`src/rtl/wb_master_pkg.sv`:
```
// Shared definitions for the burst-capable Wishbone classic master.
// Contents: FSM state encoding and helpers deriving the byte-select and
// burst-length widths from the top-level parameters.
package wb_master_pkg;

  typedef enum logic [1:0] {
    ST_IDLE  = 2'd0,
    ST_WDATA = 2'd1,
    ST_BUS   = 2'd2,
    ST_DONE  = 2'd3
  } wb_state_e;

  // Byte selects per beat; also the per-beat address step in bytes.
  function automatic int sel_width(input int data_w);
    return data_w / 8;
  endfunction

  // Width of a "beats minus one" field; never narrower than one bit.
  function automatic int len_width(input int max_burst);
    return (max_burst > 1) ? $clog2(max_burst) : 1;
  endfunction

endpackage

```
`src/rtl/wb_timeout_counter.sv`:
```
// Saturating no-response counter for the Wishbone master.
// Ports:
//   clk_i, rst_i  clock, asynchronous active-low reset
//   clr_i         synchronous clear (dominates en_i)
//   en_i          count enable
//   expired_o     counter has reached LIMIT
module wb_timeout_counter #(
  parameter int LIMIT = 255
) (
  input  logic clk_i,
  input  logic rst_i,
  input  logic clr_i,
  input  logic en_i,
  output logic expired_o
);

  localparam int CW = $clog2(LIMIT + 1);

  logic [CW-1:0] cnt_q, cnt_d;

  always_comb begin
    cnt_d = cnt_q;
    if (clr_i) begin
      cnt_d = '0;
    end else if (en_i && (cnt_q != CW'(LIMIT))) begin
      cnt_d = cnt_q + 1'b1;
    end
  end

  always_ff @(posedge clk_i or negedge rst_i) begin
    if (!rst_i) begin
      cnt_q <= '0;
    end else begin
      cnt_q <= cnt_d;
    end
  end

  assign expired_o = (cnt_q == CW'(LIMIT));

endmodule

```
`src/rtl/wishbone_master_burst.sv`:
```
// Wishbone classic-cycle bus master with incrementing bursts of
// 1..MAX_BURST beats. Commands arrive over a valid/ready handshake, read
// beats stream out as one-cycle pulses, write beats are pulled in one at a
// time, and bus errors end the command early.
// Optional build macro WB_MASTER_TIMEOUT_EN: aborts a beat that gets no
// ack_i/err_i within TIMEOUT_CYCLES; otherwise the master waits forever and
// timeout_o stays 0.
// Ports:
//   clk_i, rst_i                        clock, asynchronous active-low reset
//   cmd_valid_i/cmd_ready_o             command handshake (ready when idle)
//   cmd_we_i, cmd_addr_i, cmd_sel_i     direction, start address, byte selects
//   cmd_len_i                           beats minus one
//   wdata_valid_i/wdata_i/wdata_ready_o write beat handshake
//   rdata_valid_o/rdata_o               read beat pulse
//   last_read_value_o                   most recent read beat, held
//   done_o, err_o, timeout_o            command end pulse, sticky status
//   adr_o..stb_o, dat_i, ack_i, err_i   Wishbone master side
//
// state    | meaning
// ST_IDLE  | waiting for a command
// ST_WDATA | waiting for the next write beat, strobe low
// ST_BUS   | strobe high, waiting for ack_i/err_i
// ST_DONE  | bus released, done_o pulsing
module wishbone_master_burst
  import wb_master_pkg::*;
#(
  parameter int ADDR_W         = 32,
  parameter int DATA_W         = 64,
  parameter int SEL_W          = sel_width(DATA_W),
  parameter int MAX_BURST      = 16,
  parameter int LEN_W          = len_width(MAX_BURST),
  parameter int TIMEOUT_CYCLES = 255
) (
  input  logic              clk_i,
  input  logic              rst_i,
  input  logic              cmd_valid_i,
  output logic              cmd_ready_o,
  input  logic              cmd_we_i,
  input  logic [ADDR_W-1:0] cmd_addr_i,
  input  logic [SEL_W-1:0]  cmd_sel_i,
  input  logic [LEN_W-1:0]  cmd_len_i,
  input  logic              wdata_valid_i,
  input  logic [DATA_W-1:0] wdata_i,
  output logic              wdata_ready_o,
  output logic              rdata_valid_o,
  output logic [DATA_W-1:0] rdata_o,
  output logic [DATA_W-1:0] last_read_value_o,
  output logic              done_o,
  output logic              err_o,
  output logic              timeout_o,
  output logic [ADDR_W-1:0] adr_o,
  output logic [DATA_W-1:0] dat_o,
  input  logic [DATA_W-1:0] dat_i,
  output logic              we_o,
  output logic [SEL_W-1:0]  sel_o,
  output logic              cyc_o,
  output logic              stb_o,
  input  logic              ack_i,
  input  logic              err_i
);

  if ((DATA_W % 8) != 0) begin : g_bad_data_w
    $error("DATA_W must be a multiple of 8");
  end
  if ((MAX_BURST < 1) || ((MAX_BURST & (MAX_BURST - 1)) != 0)) begin : g_bad_burst
    $error("MAX_BURST must be a power of 2");
  end
  if (TIMEOUT_CYCLES < 1) begin : g_bad_timeout
    $error("TIMEOUT_CYCLES must be at least 1");
  end

  wb_state_e         state_q, state_d;
  logic              we_q, we_d;
  logic [ADDR_W-1:0] adr_q, adr_d;
  logic [SEL_W-1:0]  sel_q, sel_d;
  logic [LEN_W-1:0]  len_q, len_d;
  logic [LEN_W-1:0]  cnt_q, cnt_d;
  logic [DATA_W-1:0] dat_q, dat_d;
  logic [DATA_W-1:0] rdata_q, rdata_d;
  logic [DATA_W-1:0] last_q, last_d;
  logic              rvalid_q, rvalid_d;
  logic              done_q, done_d;
  logic              err_q, err_d;
  logic              tmo_q, tmo_d;
  logic              cyc_q, cyc_d;
  logic              stb_q, stb_d;
  logic              wready_q, wready_d;
  logic              expired;

`ifdef WB_MASTER_TIMEOUT_EN
  // Held clear outside BUS so every entry to BUS starts from zero.
  wb_timeout_counter #(
    .LIMIT (TIMEOUT_CYCLES)
  ) u_timeout (
    .clk_i     (clk_i),
    .rst_i     (rst_i),
    .clr_i     ((state_q != ST_BUS) || ack_i || err_i),
    .en_i      (state_q == ST_BUS),
    .expired_o (expired)
  );
`else
  assign expired = 1'b0;
`endif

  always_comb begin
    state_d  = state_q;
    we_d     = we_q;
    adr_d    = adr_q;
    sel_d    = sel_q;
    len_d    = len_q;
    cnt_d    = cnt_q;
    dat_d    = dat_q;
    rdata_d  = rdata_q;
    last_d   = last_q;
    rvalid_d = 1'b0;
    done_d   = 1'b0;
    err_d    = err_q;
    tmo_d    = tmo_q;
    cyc_d    = cyc_q;
    stb_d    = stb_q;
    wready_d = 1'b0;
    case (state_q)
      ST_IDLE: begin
        if (cmd_valid_i) begin
          we_d  = cmd_we_i;
          adr_d = cmd_addr_i;
          sel_d = cmd_sel_i;
          len_d = cmd_len_i;
          cnt_d = '0;
          err_d = 1'b0;
          tmo_d = 1'b0;
          if (cmd_we_i) begin
            state_d  = ST_WDATA;
            wready_d = 1'b1;
          end else begin
            state_d = ST_BUS;
            cyc_d   = 1'b1;
            stb_d   = 1'b1;
          end
        end
      end
      ST_WDATA: begin
        wready_d = 1'b1;
        if (wdata_valid_i) begin
          dat_d    = wdata_i;
          state_d  = ST_BUS;
          wready_d = 1'b0;
          cyc_d    = 1'b1;
          stb_d    = 1'b1;
        end
      end
      ST_BUS: begin
        // err_i beats ack_i; an ack in the expiry cycle still counts.
        if (err_i || (!ack_i && expired)) begin
          state_d = ST_DONE;
          err_d   = 1'b1;
          tmo_d   = !err_i;
          cyc_d   = 1'b0;
          stb_d   = 1'b0;
          we_d    = 1'b0;
          done_d  = 1'b1;
        end else if (ack_i) begin
          if (!we_q) begin
            rdata_d  = dat_i;
            last_d   = dat_i;
            rvalid_d = 1'b1;
          end
          if (cnt_q == len_q) begin
            state_d = ST_DONE;
            cyc_d   = 1'b0;
            stb_d   = 1'b0;
            we_d    = 1'b0;
            done_d  = 1'b1;
          end else begin
            cnt_d = cnt_q + 1'b1;
            adr_d = adr_q + ADDR_W'(SEL_W);
            if (we_q) begin
              state_d  = ST_WDATA;
              stb_d    = 1'b0;
              wready_d = 1'b1;
            end
          end
        end
      end
      ST_DONE: begin
        state_d = ST_IDLE;
      end
      default: begin
        state_d = ST_IDLE;
        cyc_d   = 1'b0;
        stb_d   = 1'b0;
        we_d    = 1'b0;
      end
    endcase
  end

  always_ff @(posedge clk_i or negedge rst_i) begin
    if (!rst_i) begin
      state_q  <= ST_IDLE;
      we_q     <= 1'b0;
      adr_q    <= '0;
      sel_q    <= '0;
      len_q    <= '0;
      cnt_q    <= '0;
      dat_q    <= '0;
      rdata_q  <= '0;
      last_q   <= '0;
      rvalid_q <= 1'b0;
      done_q   <= 1'b0;
      err_q    <= 1'b0;
      tmo_q    <= 1'b0;
      cyc_q    <= 1'b0;
      stb_q    <= 1'b0;
      wready_q <= 1'b0;
    end else begin
      state_q  <= state_d;
      we_q     <= we_d;
      adr_q    <= adr_d;
      sel_q    <= sel_d;
      len_q    <= len_d;
      cnt_q    <= cnt_d;
      dat_q    <= dat_d;
      rdata_q  <= rdata_d;
      last_q   <= last_d;
      rvalid_q <= rvalid_d;
      done_q   <= done_d;
      err_q    <= err_d;
      tmo_q    <= tmo_d;
      cyc_q    <= cyc_d;
      stb_q    <= stb_d;
      wready_q <= wready_d;
    end
  end

  assign cmd_ready_o       = (state_q == ST_IDLE);
  assign wdata_ready_o     = wready_q;
  assign rdata_valid_o     = rvalid_q;
  assign rdata_o           = rdata_q;
  assign last_read_value_o = last_q;
  assign done_o            = done_q;
  assign err_o             = err_q;
  assign timeout_o         = tmo_q;
  assign adr_o             = adr_q;
  assign dat_o             = dat_q;
  assign we_o              = we_q;
  assign sel_o             = sel_q;
  assign cyc_o             = cyc_q;
  assign stb_o             = stb_q;

endmodule
```
`config.mk`:
```
export PLATFORM = sky130hd
export DESIGN_NAME = wishbone_master_burst
export DESIGN_NICKNAME = d
export VERILOG_FILES = /design/src/rtl/wb_master_pkg.sv /design/src/rtl/wb_timeout_counter.sv /design/src/rtl/wishbone_master_burst.sv
export SDC_FILE = /design/constraint.sdc
export NUM_CORES = 1
export LEC_CHECK = 0
export CAP_MARGIN = 25
export CORE_AREA = 10 10 154 156
export CTS_BUF_LIST = sky130_fd_sc_hd__clkbuf_4 sky130_fd_sc_hd__clkbuf_8 sky130_fd_sc_hd__clkbuf_16
export DETAILED_ROUTE_END_ITERATION = 8
export DIE_AREA = 0 0 164 166
export DONT_BUFFER_PORTS = 1
export HOLD_SLACK_MARGIN = 0.05
export SETUP_SLACK_MARGIN = 0.15
export SYNTH_ARGS = -nofsm -noshare
export SYNTH_HDL_FRONTEND = slang
export SYNTH_SLANG_ARGS = --single-unit
```
`constraint.sdc`:
```
create_clock -name clk_i -period 1.78 [get_ports clk_i]
set_input_delay 0.089 -clock clk_i [delete_from_list [all_inputs] [get_ports clk_i]]
set_output_delay 0.089 -clock clk_i [all_outputs]
set_load 0.01 [all_outputs]
```
* Word-level counts from Yosys, hierarchy flattened
Cells that the tools add are included.
** Word-level totals
- Input bits :: 179
- Register bits :: 186
- Output and inout port bits :: 241
- Word-level logic and storage cells :: 99
** Cells by class
- Reduce and logical (&&, ||, !) cells :: 13
- Equality and inequality tests :: 14
- $add $sub $neg :: 2
- Bitwise logic cells :: 2
- Mux-type cells :: 53
** Operators by type and width (number)
- $mux W32 :: 4
- $pmux W32 S2 :: 1
- $add A32 B4 Y32 const B :: 1
- $mux W1 :: 29
- $mux W4 :: 4
- $mux W2 :: 7
- $ne A2 B2 Y1 const B :: 7
- $reduce_and A4 Y1 :: 3
- $reduce_and A6 Y1 :: 2
- $pmux W1 S3 :: 3
- $pmux W2 S4 :: 1
- $pmux W4 S2 :: 1
- $ne A3 B3 Y1 const B :: 2
- $pmux W1 S2 :: 3
- $reduce_and A5 Y1 :: 1
- $add A4 B1 Y4 const B :: 1
- $eq A2 B2 Y1 const B :: 2
- $eq A4 B4 Y1 :: 1
- $ne A4 B4 Y1 const B :: 1
- $reduce_and A2 Y1 :: 2
- $reduce_and A3 Y1 :: 1
- $reduce_bool A3 Y1 :: 1
- $eq A2 B1 Y1 const B :: 1
- $logic_not A2 Y1 :: 1
- other kinds (3) :: 4

* Logic depth before layout (Yosys ltp)
Gate-level depths: netlist of the first run.
- Depth after elaboration :: 5
- Gate-level depth with buffers :: 8
- Gate-level depth less buffers :: 6

* Worst setup path after synthesis of the first run
Ideal clock, no wire load.
- Kind :: register -> register
- From :: register state_q[0]
- To :: register last_q[10], in the netlist last_read_value_o[10]
- Buffers on the path :: 4
- Arrival :: 1511 ps
- Stages on the path, launching flop included :: 9
- Setup time :: 125 ps
- Clock period less this slack :: 1636 ps
- Data required time :: 1655 ps
- Path slack :: 144 ps
- Cells stage by stage :: dfrtp_1 buf_6 nand2b_4 buf_6 nor3_2 nand2_1 buf_6 buf_6 mux2_4
** Between the ends
- Cells in the longest elaborated chain, start to end :: 2
** Ends and longest elaborated chain
- start: declaration :: line wishbone_master_burst.sv:72 : wb_state_e state_q, state_d;
- start signal: assignment :: line wishbone_master_burst.sv:216 : state_q <= state_d;
- $eq A2 B2 Y1 :: line wishbone_master_burst.sv:122 : case (state_q)
- $reduce_and A4 Y1 (no source line)
- end signal: assignment :: line wishbone_master_burst.sv:224 : last_q <= last_d;
- end: declaration :: line wishbone_master_burst.sv:80 : logic [DATA_W-1:0] last_q, last_d;
No other way between the ends.
A chain may end at the register's enable or synchronous reset.

* Worst setup path after layout of the first run
- From :: register state_q[0]
- To :: register last_q[35], in the netlist last_read_value_o[35]
Same word-level chain as after synthesis.

==> flow_metrics.py, run 1 <==
metrics = {
    "timing": {
        "finalCritPeriodShare": 0.981,
        "drv_slew": 0,
        "whs_ns": -0.650,
        "worst_pin_slew_ns": 0.426,
        "setup_viol": 0,
        "slew_headroom": 0.716,
        "tns_ns": 0,
        "skew_ns": 0.0110,
        "period_minus_slack_ns": 1.75,
        "fmax_mhz": 573,
        "hold_violations": 186,
        "grt_setup_unrepaired": "true",
    },
    "floorplanning": {
        "design.die.area_um2": 27200,
        "die_x_um": 164,
        "die_h_um": 166,
        "start_util": 0.418,
        "io_pins": 420,
        "core_um2": 20700,
        "rows": 53,
    },
    "synthesis": {
        "ys_types": 60,
        "ys_seq_elements": 186,
        "yosys-top-cells-count": "dfrtp_1 (186), mux2_2 (80), nand2_1 (74)",
        "synth-edff-count": 0,
        "synthArstFlopShare": 1.00,
        "synthTopCellsByArea": "dfrtp_1 (54%), mux2_2 (10%), mux2_4 (8.5%)",
        "synth_ff_type": "dfrtp_1",
        "yosysWarningCount": 0,
        "synth-seq-area-share": 0.538,
        "synthCells": 702,
        "yosysMostFrequentCell": "dfrtp_1",
        "synth_top_area_cell": "dfrtp_1",
        "syn_nets": 883,
        "synth_top_area_share": 0.538,
        "syn_area_per_cell_um2": 12.3,
        "synthesis.area_um2": 8650,
    },
    "place": {
        "gp_congestion": 0.882,
        "dp_hpwl_um": 19900,
        "io_buffers": 0,
    },
    "setup_path": {
        "rr_worst_depth": 6,
        "worstSetupPathType": "reg2reg",
        "worstSetupStartpointType": "register",
        "cpPeakStageDelay_ns": 0.44,
        "critPathCaptureType": "register",
        "crit_slowest_cell": "dfrtp_1",
        "cp_cell_sequence": "buf_6 > nand2b_4 > nor3_4 > nand2_4 > buf_16 > mux2_4",
        "crit_arrival_ns": 2.05,
        "crit_required_ns": 2.09,
        "cp_max_fo": 20,
    },
    "routing": {
        "vias": 6241,
        "firstDrtPassIters": 6,
        "drt-initial-drc-count": 407,
        "remaining_drc_errors": 0,
        "finalWirelength_um": 29200,
        "ant_nets": 0,
        "wire_per_inst_um": 25.1,
        "viasPerCell": 5.37,
    },
    "global_route": {
        "grt_remaining_overflow": 0,
        "grt_max_degree": 187,
        "antenna_found_initial": 1,
        "grt_pass1_wl_um": 42300,
        "grt_pass1_vias": 6545,
        "grtUsageTotal": 0.200,
    },
    "cts": {
        "cts_tree": "yes",
        "cts_htree_levels": 4,
        "clock_sinks": 186,
        "cts_root_buf": "clkbuf_16",
        "hold_buffers": 176,
        "cts_made_buffers": 17,
        "cts.reportedPaths.clkPinSlew_ns": 0.08,
        "clockBufferDepth": 2,
        "clock_latency_ns": 0.42,
    },
    "power_and_ir_drop": {
        "p_per_area_nw_per_um2": 1750,
        "p_leak_nw": 5.31,
        "vdd_ir_drop_max_mv": 0.737,
    },
    "min_path": {
        "hp-class": "in2async",
    },
    "final_layout": {
        "utilization": 0.568,
        "finalNetCount": 1055,
        "layout-drive-gt1-share": 0.319,
        "area_delta_synth_final_pct": 35.9,
    },
    "run_status": {
        "violations": "negative hold slack",
        "status": "finished, violations left",
    },
    "run": {
        "maxCapViolations": 0,
    },
}
state kept, by name, indices dropped and copies added (netlist names), 2 cells and up:
signal	cells
dat_o	64
state_q	2
sel_o	8
cnt_q	4
adr_o	32
len_q	4
last_read_value_o	64
per-layer routing:
layer  global-route usage  up-vias  share of wire
met1                0.211     3136           0.34
met3               0.0880       45           0.11
li1                     -     2742              -
met5                    0        -              0
met2                0.345      318           0.52
met4               0.0684        0          0.027
cell type report:
class / instances / area, um^2
diodes: 1 / 2.50
clock buffers: 18 / 439
clock inverters: 14 / 170
fillers: 1630 / 8930
inverters: 7 / 26.3
multi-input cells: 406 / 3460
flip-flops and latches: 186 / 4650
well taps: 275 / 344
repair buffers: 256 / 2660
worst paths after layout:
kind	startpoint	end	slack, ns
setup / recovery	state_q[0]	last_read_value_o[35]	0.03
hold / removal	rst_i	dat_o[47]	-0.65
setup reg to reg	state_q[0]	last_read_value_o[35]	0.03
hold reg to reg	adr_o[5]	adr_o[5]	0.53
max in group asynchronous	rst_i	last_read_value_o[53]	2.15
min in group clk_i	cmd_valid_i	adr_o[8]	0.10
layout by cell type (no fill, tap or decap), types with 5 or more instances in the layout:
cell type,netlist,layout
dfrtp_1,186,186
dlygate4sd3_1,0,176
mux2_2,80,79
nand2_1,74,72
buf_4,66,56
mux2_4,49,50
nor2_1,36,35
clkbuf_16,0,24
a21oi_1,27,20
o21ai_0,17,13
nand3_1,12,12
buf_12,0,9
nand4_1,8,8
o22a_1,8,8
inv_1,7,7
and3_1,7,7
a21oi_2,0,6
a31oi_1,7,6
buf_6,10,6
clkinv_8,0,5
what timing repair did:
action,4_1_cts,5_1_grt
hold endpoints to repair,367,186
setup buffers,4,19
gates resized for setup,15,32
gates cloned,1,8
endpoints found under the setup margin,62,95
pin swaps,0,12
worst max-delay path, delay by kind of cell, from the launching register on:
kind / cells / cell delay [ns]
simple gates: 3 / 0.50
flops: 1 / 0.44
buf+inv: 2 / 0.38
mux: 1 / 0.31
per-stage QoR:
stage / hold WS, ns / area [um^2] / setup slack, ns / total power [mW] / std cells
floorplan: -0.207 / 8680 / 0.146 / 14.1 / 702
global placement: -0.201 / 8750 / 0.103 / 15.4 / 922
detailed placement: -0.202 / 8750 / 0.0685 / 15.7 / 922
CTS: -0.676 / 11300 / 0.0705 / 20.0 / 1135
global route: -0.692 / 11800 / -0.0317 / 21.7 / 1163
finish: -0.650 / 11800 / 0.0346 / 20.6 / 1163
logic make-up after synthesis:
family	after synthesis	share of synthesized area
adders and majority gates	2	0.00289
buffers and inverters	110	0.0876
xor gates and xnor gates	6	0.00607
muxes	129	0.189
AOI/OAI and AO/OA	97	0.0742
and+or+nand+nor	172	0.102
DFF	186	0.538
report_power, final:
part / internal [mW] / switching (mW) / total [mW]
sequential: 6.26 / 3.61 / 9.87
combinational: 3.82 / 3.05 / 6.88
clock: 1.94 / 1.88 / 3.82
total: 12.0 / 8.54 / 20.6
Note: power is estimated with default switching activity, not from simulation.
==> run 2, diff against run 1 <==
--- a/config.mk
+++ b/config.mk
@@ -12,6 +12,7 @@
 export DIE_AREA = 0 0 164 166
 export DONT_BUFFER_PORTS = 1
 export HOLD_SLACK_MARGIN = 0.05
+export REMOVE_ABC_BUFFERS = 1
 export SETUP_SLACK_MARGIN = 0.15
 export SYNTH_ARGS = -nofsm -noshare
 export SYNTH_HDL_FRONTEND = slang
==> flow_metrics.py, run 2 (synthesized netlist as in run 1, its figures left out) <==
metrics = {
    "run": {
        "maxCapViolations": 0,
    },
    "final_layout": {
        "layout-drive-gt1-share": 0.355,
        "layout_commonest_cell": "dfrtp_1",
        "area_delta_synth_final_pct": 38.8,
        "finalNetCount": 1067,
        "final_cell_mix": "dfrtp_1 (186), dlygate4sd3_1 (179), mux2_2 (79)",
        "stdcell_count": 1175,
    },
    "routing": {
        "vias": 6359,
        "firstDrtPassIters": 5,
        "ant_nets": 0,
        "drt-initial-drc-count": 453,
        "wire_per_inst_um": 24.7,
        "finalWirelength_um": 29000,
        "viasPerCell": 5.41,
        "remaining_drc_errors": 0,
    },
    "setup_path": {
        "worstSetupStartpointType": "register",
        "cp_top_family": "compound AO/OA/AOI/OAI gates",
        "cp_cell_sequence": "nand4bb_1 > a41oi_2 > nor2_4 > buf_12 > buf_16 > a21o_1 > a22o_1",
        "cpPeakStageDelay_ns": 0.42,
        "crit_required_ns": 2.11,
        "cp_max_fo": 7,
        "crit_slowest_cell": "dfrtp_1",
        "critPathCaptureType": "register",
        "worstSetupPathType": "reg2reg",
        "crit_arrival_ns": 2.09,
        "cp.buffers_inverters": 2,
    },
    "global_route": {
        "grt_pass1_wl_um": 42100,
        "grtUsageTotal": 0.198,
        "grt_remaining_overflow": 0,
        "grt_pass1_vias": 6775,
        "grt_max_degree": 187,
        "antenna_found_initial": 1,
    },
    "power_and_ir_drop": {
        "clkPwrFrac": 0.177,
        "p_leak_nw": 5.42,
        "switchingPower_mw": 8.69,
        "internal_power_mw": 12.5,
        "vdd_ir_drop_max_mv": 0.868,
        "power_frac_seq": 0.457,
        "combPwrFrac": 0.366,
        "switching_share": 0.411,
        "p_per_area_nw_per_um2": 1760,
    },
    "cts": {
        "cts_root_buf": "clkbuf_16",
        "cts.reportedPaths.clkPinSlew_ns": 0.08,
        "cts_tree": "yes",
        "cts_htree_levels": 4,
        "clockBufferDepth": 2,
        "clock_sinks": 186,
        "cts_made_buffers": 17,
        "clock_latency_ns": 0.44,
    },
    "floorplanning": {
        "die_x_um": 164,
        "die_h_um": 166,
        "start_util": 0.418,
        "design.die.area_um2": 27200,
        "rows": 53,
        "core_um2": 20700,
        "io_pins": 420,
    },
    "place": {
        "io_buffers": 0,
        "dp.cells": 925,
        "gp_congestion": 0.839,
        "dp_hpwl_um": 18700,
    },
    "run_status": {
        "violations": "negative hold slack",
        "status": "finished, violations left",
    },
    "timing": {
        "drv_slew": 0,
        "skew_ns": 0.0182,
        "tns_ns": 0,
        "period_minus_slack_ns": 1.76,
        "fmax_mhz": 568,
        "worst_pin_slew_ns": 0.436,
        "slew_headroom": 0.710,
        "whs_ns": -0.654,
        "finalCritPeriodShare": 0.990,
        "hold_violations": 186,
        "grt_setup_unrepaired": "true",
        "setup_viol": 0,
    },
    "min_path": {
        "hp-class": "in2async",
    },
}
[run 2: changes by cell type in the layout (fill, tap and decap cells not counted), sizes merged]
| cell | previous run | this run |
|---|---|---|
| clkinvlp | 0 | 1 |
| clkbuf | 25 | 24 |
| clkinv | 7 | 6 |
| dlygate4sd3 | 176 | 179 |
| buf | 73 | 84 |
| inv | 14 | 13 |
[run 2: path summary, 6_finish.rpt]
path                                     start         to  cells past startpoint  slack (ns)
worst max-delay path                state_q[0]  adr_o[13]                      7        0.02
worst min-delay path                     rst_i   sel_o[6]                      0       -0.65
worst max register to register      state_q[0]  adr_o[13]                      7        0.02
worst min register to register        len_q[0]   len_q[0]                      2        0.54
max in group asynchronous                rst_i  dat_o[49]                      0        2.03
min in group clk_i              cmd_addr_i[10]  adr_o[10]                      3        0.06
[run 2: timing repair]
| action | in CTS | in global routing |
|---|---|---|
| pin swaps | 11 | 33 |
| gates resized for setup | 27 | 77 |
| cloned | 4 | 6 |
| setup endpoints to repair | 89 | 164 |
| hold buffers | 178 | 1 |
| endpoints found under the hold margin | 366 | 191 |
| buffers inserted | 19 | 9 |
[run 2: cell type report]
| class | count | area [um^2] |
|---|---|---|
| fillers | 1591 | 8680 |
| flip-flops and latches | 186 | 4650 |
| multi-input cells | 406 | 3600 |
| repair buffers | 268 | 2780 |
| clock buffers | 19 | 440 |
| well taps | 275 | 344 |
| clock inverters | 13 | 155 |
| inverters | 7 | 26.3 |
| diodes | 1 | 2.50 |
[run 2: per-stage QoR]
step                power (mW)  worst slack, ns  utilization  cell area (um^2)  hold WS (ns)
floorplan                 12.9            -1.65            -              7920        -0.207
global placement          15.3           0.0951        0.423              8750        -0.201
detailed placement        15.6           0.0239        0.423              8750        -0.202
CTS                       20.3           0.0588        0.555             11500        -0.680
global route              22.3          -0.0152        0.580             12000        -0.693
finish                    21.2           0.0179        0.580             12000        -0.654
[run 2: power groups by stage]
| stage | logic [mW] | registers (mW) | clock network, mW |
|---|---|---|---|
| global route | 8.27 | 9.97 | 4.03 |
| global placement | 5.60 | 9.66 | 0 |
| finish | 7.74 | 9.68 | 3.75 |
| detailed placement | 5.85 | 9.70 | 0 |
| floorplan | 3.86 | 9.05 | 0 |
| CTS | 6.76 | 9.68 | 3.84 |
[run 2: layer usage]
layer | up-vias | part of all wire | GRT usage | wire length, um
met4 | 0 | 0.021 | 0.0606 | 598
met5 | - | 0 | 0 | 0
met1 | 3227 | 0.37 | 0.223 | 10700
met2 | 316 | 0.54 | 0.346 | 15500
met3 | 44 | 0.077 | 0.0662 | 2220
li1 | 2772 | - | - | -
==> run 3, diff against run 2 <==
==> constraint.sdc (replaced) <==
create_clock -name clk_i -period 1.88 [get_ports clk_i]
set_input_delay 0.094 -clock clk_i [delete_from_list [all_inputs] [get_ports clk_i]]
set_output_delay 0.094 -clock clk_i [all_outputs]
set_load 0.01 [all_outputs]
==> flow_metrics.py, run 3 (synthesized netlist as in run 1, its figures left out) <==
metrics = {
    "cts": {
        "hold_buffers": 176,
        "clockBufferDepth": 2,
        "cts_made_buffers": 17,
        "cts_root_buf": "clkbuf_16",
        "cts.reportedPaths.clkPinSlew_ns": 0.08,
        "clock_latency_ns": 0.43,
        "cts_htree_levels": 4,
        "clock_sinks": 186,
        "cts_tree": "yes",
    },
    "final_layout": {
        "layout_commonest_cell": "dfrtp_1",
        "layout-drive-gt1-share": 0.295,
        "area_delta_synth_final_pct": 31.2,
        "finalNetCount": 1038,
        "utilization": 0.548,
        "final_cell_mix": "dfrtp_1 (184), dlygate4sd3_1 (176), mux2_2 (80)",
        "fill_cells": 1677,
    },
    "global_route": {
        "grtUsageTotal": 0.193,
        "antenna_found_initial": 3,
        "grt_pass1_wl_um": 41100,
        "grt_pass1_vias": 6602,
        "grt_max_degree": 187,
        "grt_remaining_overflow": 0,
    },
    "setup_path": {
        "critPathCaptureType": "register",
        "worstSetupStartpointType": "register",
        "rr_worst_depth": 6,
        "r2r-start": "state_q[0]",
        "r2r-end": "adr_o[10]",
        "crit_arrival_ns": 2.08,
        "cp_max_fo": 6,
        "worstSetupPathType": "reg2reg",
        "crit_required_ns": 2.20,
        "reg2reg_setup_slack_ns": 0.12,
    },
    "routing": {
        "ant_nets": 0,
        "drt-initial-drc-count": 497,
        "firstDrtPassIters": 5,
        "finalWirelength_um": 27300,
        "wire_per_inst_um": 23.8,
        "viasPerCell": 5.39,
        "vias": 6177,
        "remaining_drc_errors": 0,
    },
    "timing": {
        "fmax_mhz": 568,
        "skew_ns": 0.0157,
        "drv_slew": 0,
        "slew_headroom": 0.696,
        "finalCritPeriodShare": 0.937,
        "setup_viol": 0,
        "worst_pin_slew_ns": 0.457,
        "hold_violations": 186,
        "grt_setup_unrepaired": "true",
        "whs_ns": -0.642,
        "period_minus_slack_ns": 1.76,
    },
    "power_and_ir_drop": {
        "vdd_ir_drop_max_mv": 0.832,
        "p_leak_nw": 5.14,
        "power_mw": 18.9,
        "p_per_area_nw_per_um2": 1660,
    },
    "run": {
        "maxCapViolations": 0,
    },
    "floorplanning": {
        "io_pins": 420,
        "rows": 53,
        "die_x_um": 164,
        "core_um2": 20700,
        "die_h_um": 166,
        "start_util": 0.418,
        "design.die.area_um2": 27200,
    },
    "place": {
        "dp_hpwl_um": 18700,
        "io_buffers": 0,
        "gp_congestion": 0.866,
    },
    "run_status": {
        "status": "finished, violations left",
        "violations": "negative hold slack",
    },
    "min_path": {
        "hp-class": "in2async",
    },
}
[run 3: cell count changes in the layout (fill, tap and decap cells not counted), moves of 5 or more]
cell     delta
a21oi_1    +13
a21oi_2    -11
buf_16      -5
buf_4      -11
buf_6       -7
o21ai_0     +9
o21ai_2     -6
[run 3: area by class of cell]
class	count	area, um^2	area share
multi-input combinational	406	3350	0.295
clock buffer	19	453	0.0399
inverter	7	26.3	0.00232
timing repair buffer	239	2380	0.210
tap	275	344	0.0303
sequential	186	4660	0.410
clock inverter	12	121	0.0107
antenna	3	7.51	0.000662
[run 3: through the flow]
step	setup slack, ns	TNS, ns	hold WS [ns]	std cells	instance area (um^2)
3_5_place_dp	0.0725	0	-0.196	920	8710
6_report	0.118	0	-0.642	1147	11300
3_3_place_gp	0.163	0	-0.196	920	8710
2_1_floorplan	-1.55	-192.21	-0.202	599	7920
5_1_grt	0.0692	0	-0.676	1147	11300
4_1_cts	0.122	0	-0.667	1129	11100
[run 3: layer usage]
metal  vias to the layer above  routed length (um)  share of wire  track usage
met3                        38                2320          0.085       0.0610
li1                       2711                   -              -            -
met1                      3084               10100           0.37        0.215
met4                         0                 480          0.018       0.0602
met2                       344               14500           0.53        0.342
met5                         -                   0              0            0
[run 3: repair_timing]
action                                  in CTS  in global routing
hold endpoints to repair                   367                186
endpoints found under the setup margin      74                 61
gates resized for setup                     11                 16
pin swaps                                    1                  7
gates cloned                                 0                  3
setup buffers                                2                 12
[run 3: how the worst max path moves through the flow]
| stage | depth (start not counted) | slack, ns | endpoint | start |
|---|---|---|---|---|
| after global placement | 6 | 0.16 | adr_o[10] | state_q[0] |
| final | 6 | 0.12 | adr_o[10] | state_q[0] |
| after global routing | 6 | 0.07 | adr_o[12] | state_q[0] |
| after detailed placement | 5 | 0.07 | last_read_value_o[9] | state_q[0] |
| after CTS | 6 | 0.12 | adr_o[12] | cnt_q[0] |
| after floorplan | 4 | -1.55 | last_read_value_o[0] | state_q[1] |
[run 3: where the power goes]
group          internal, mW  switching, mW
Clock                  1.83           1.65
Sequential             5.93           3.28
Combinational          3.43           2.76
[run 3: worst max-delay path, cell delays in order, from the launching register on]
cell       delay [ns]
dfrtp_2          0.43
nand4bb_1        0.22
a41oi_2          0.31
buf_4            0.20
nand2b_4         0.16
buf_12           0.13
o2bb2a_2         0.21
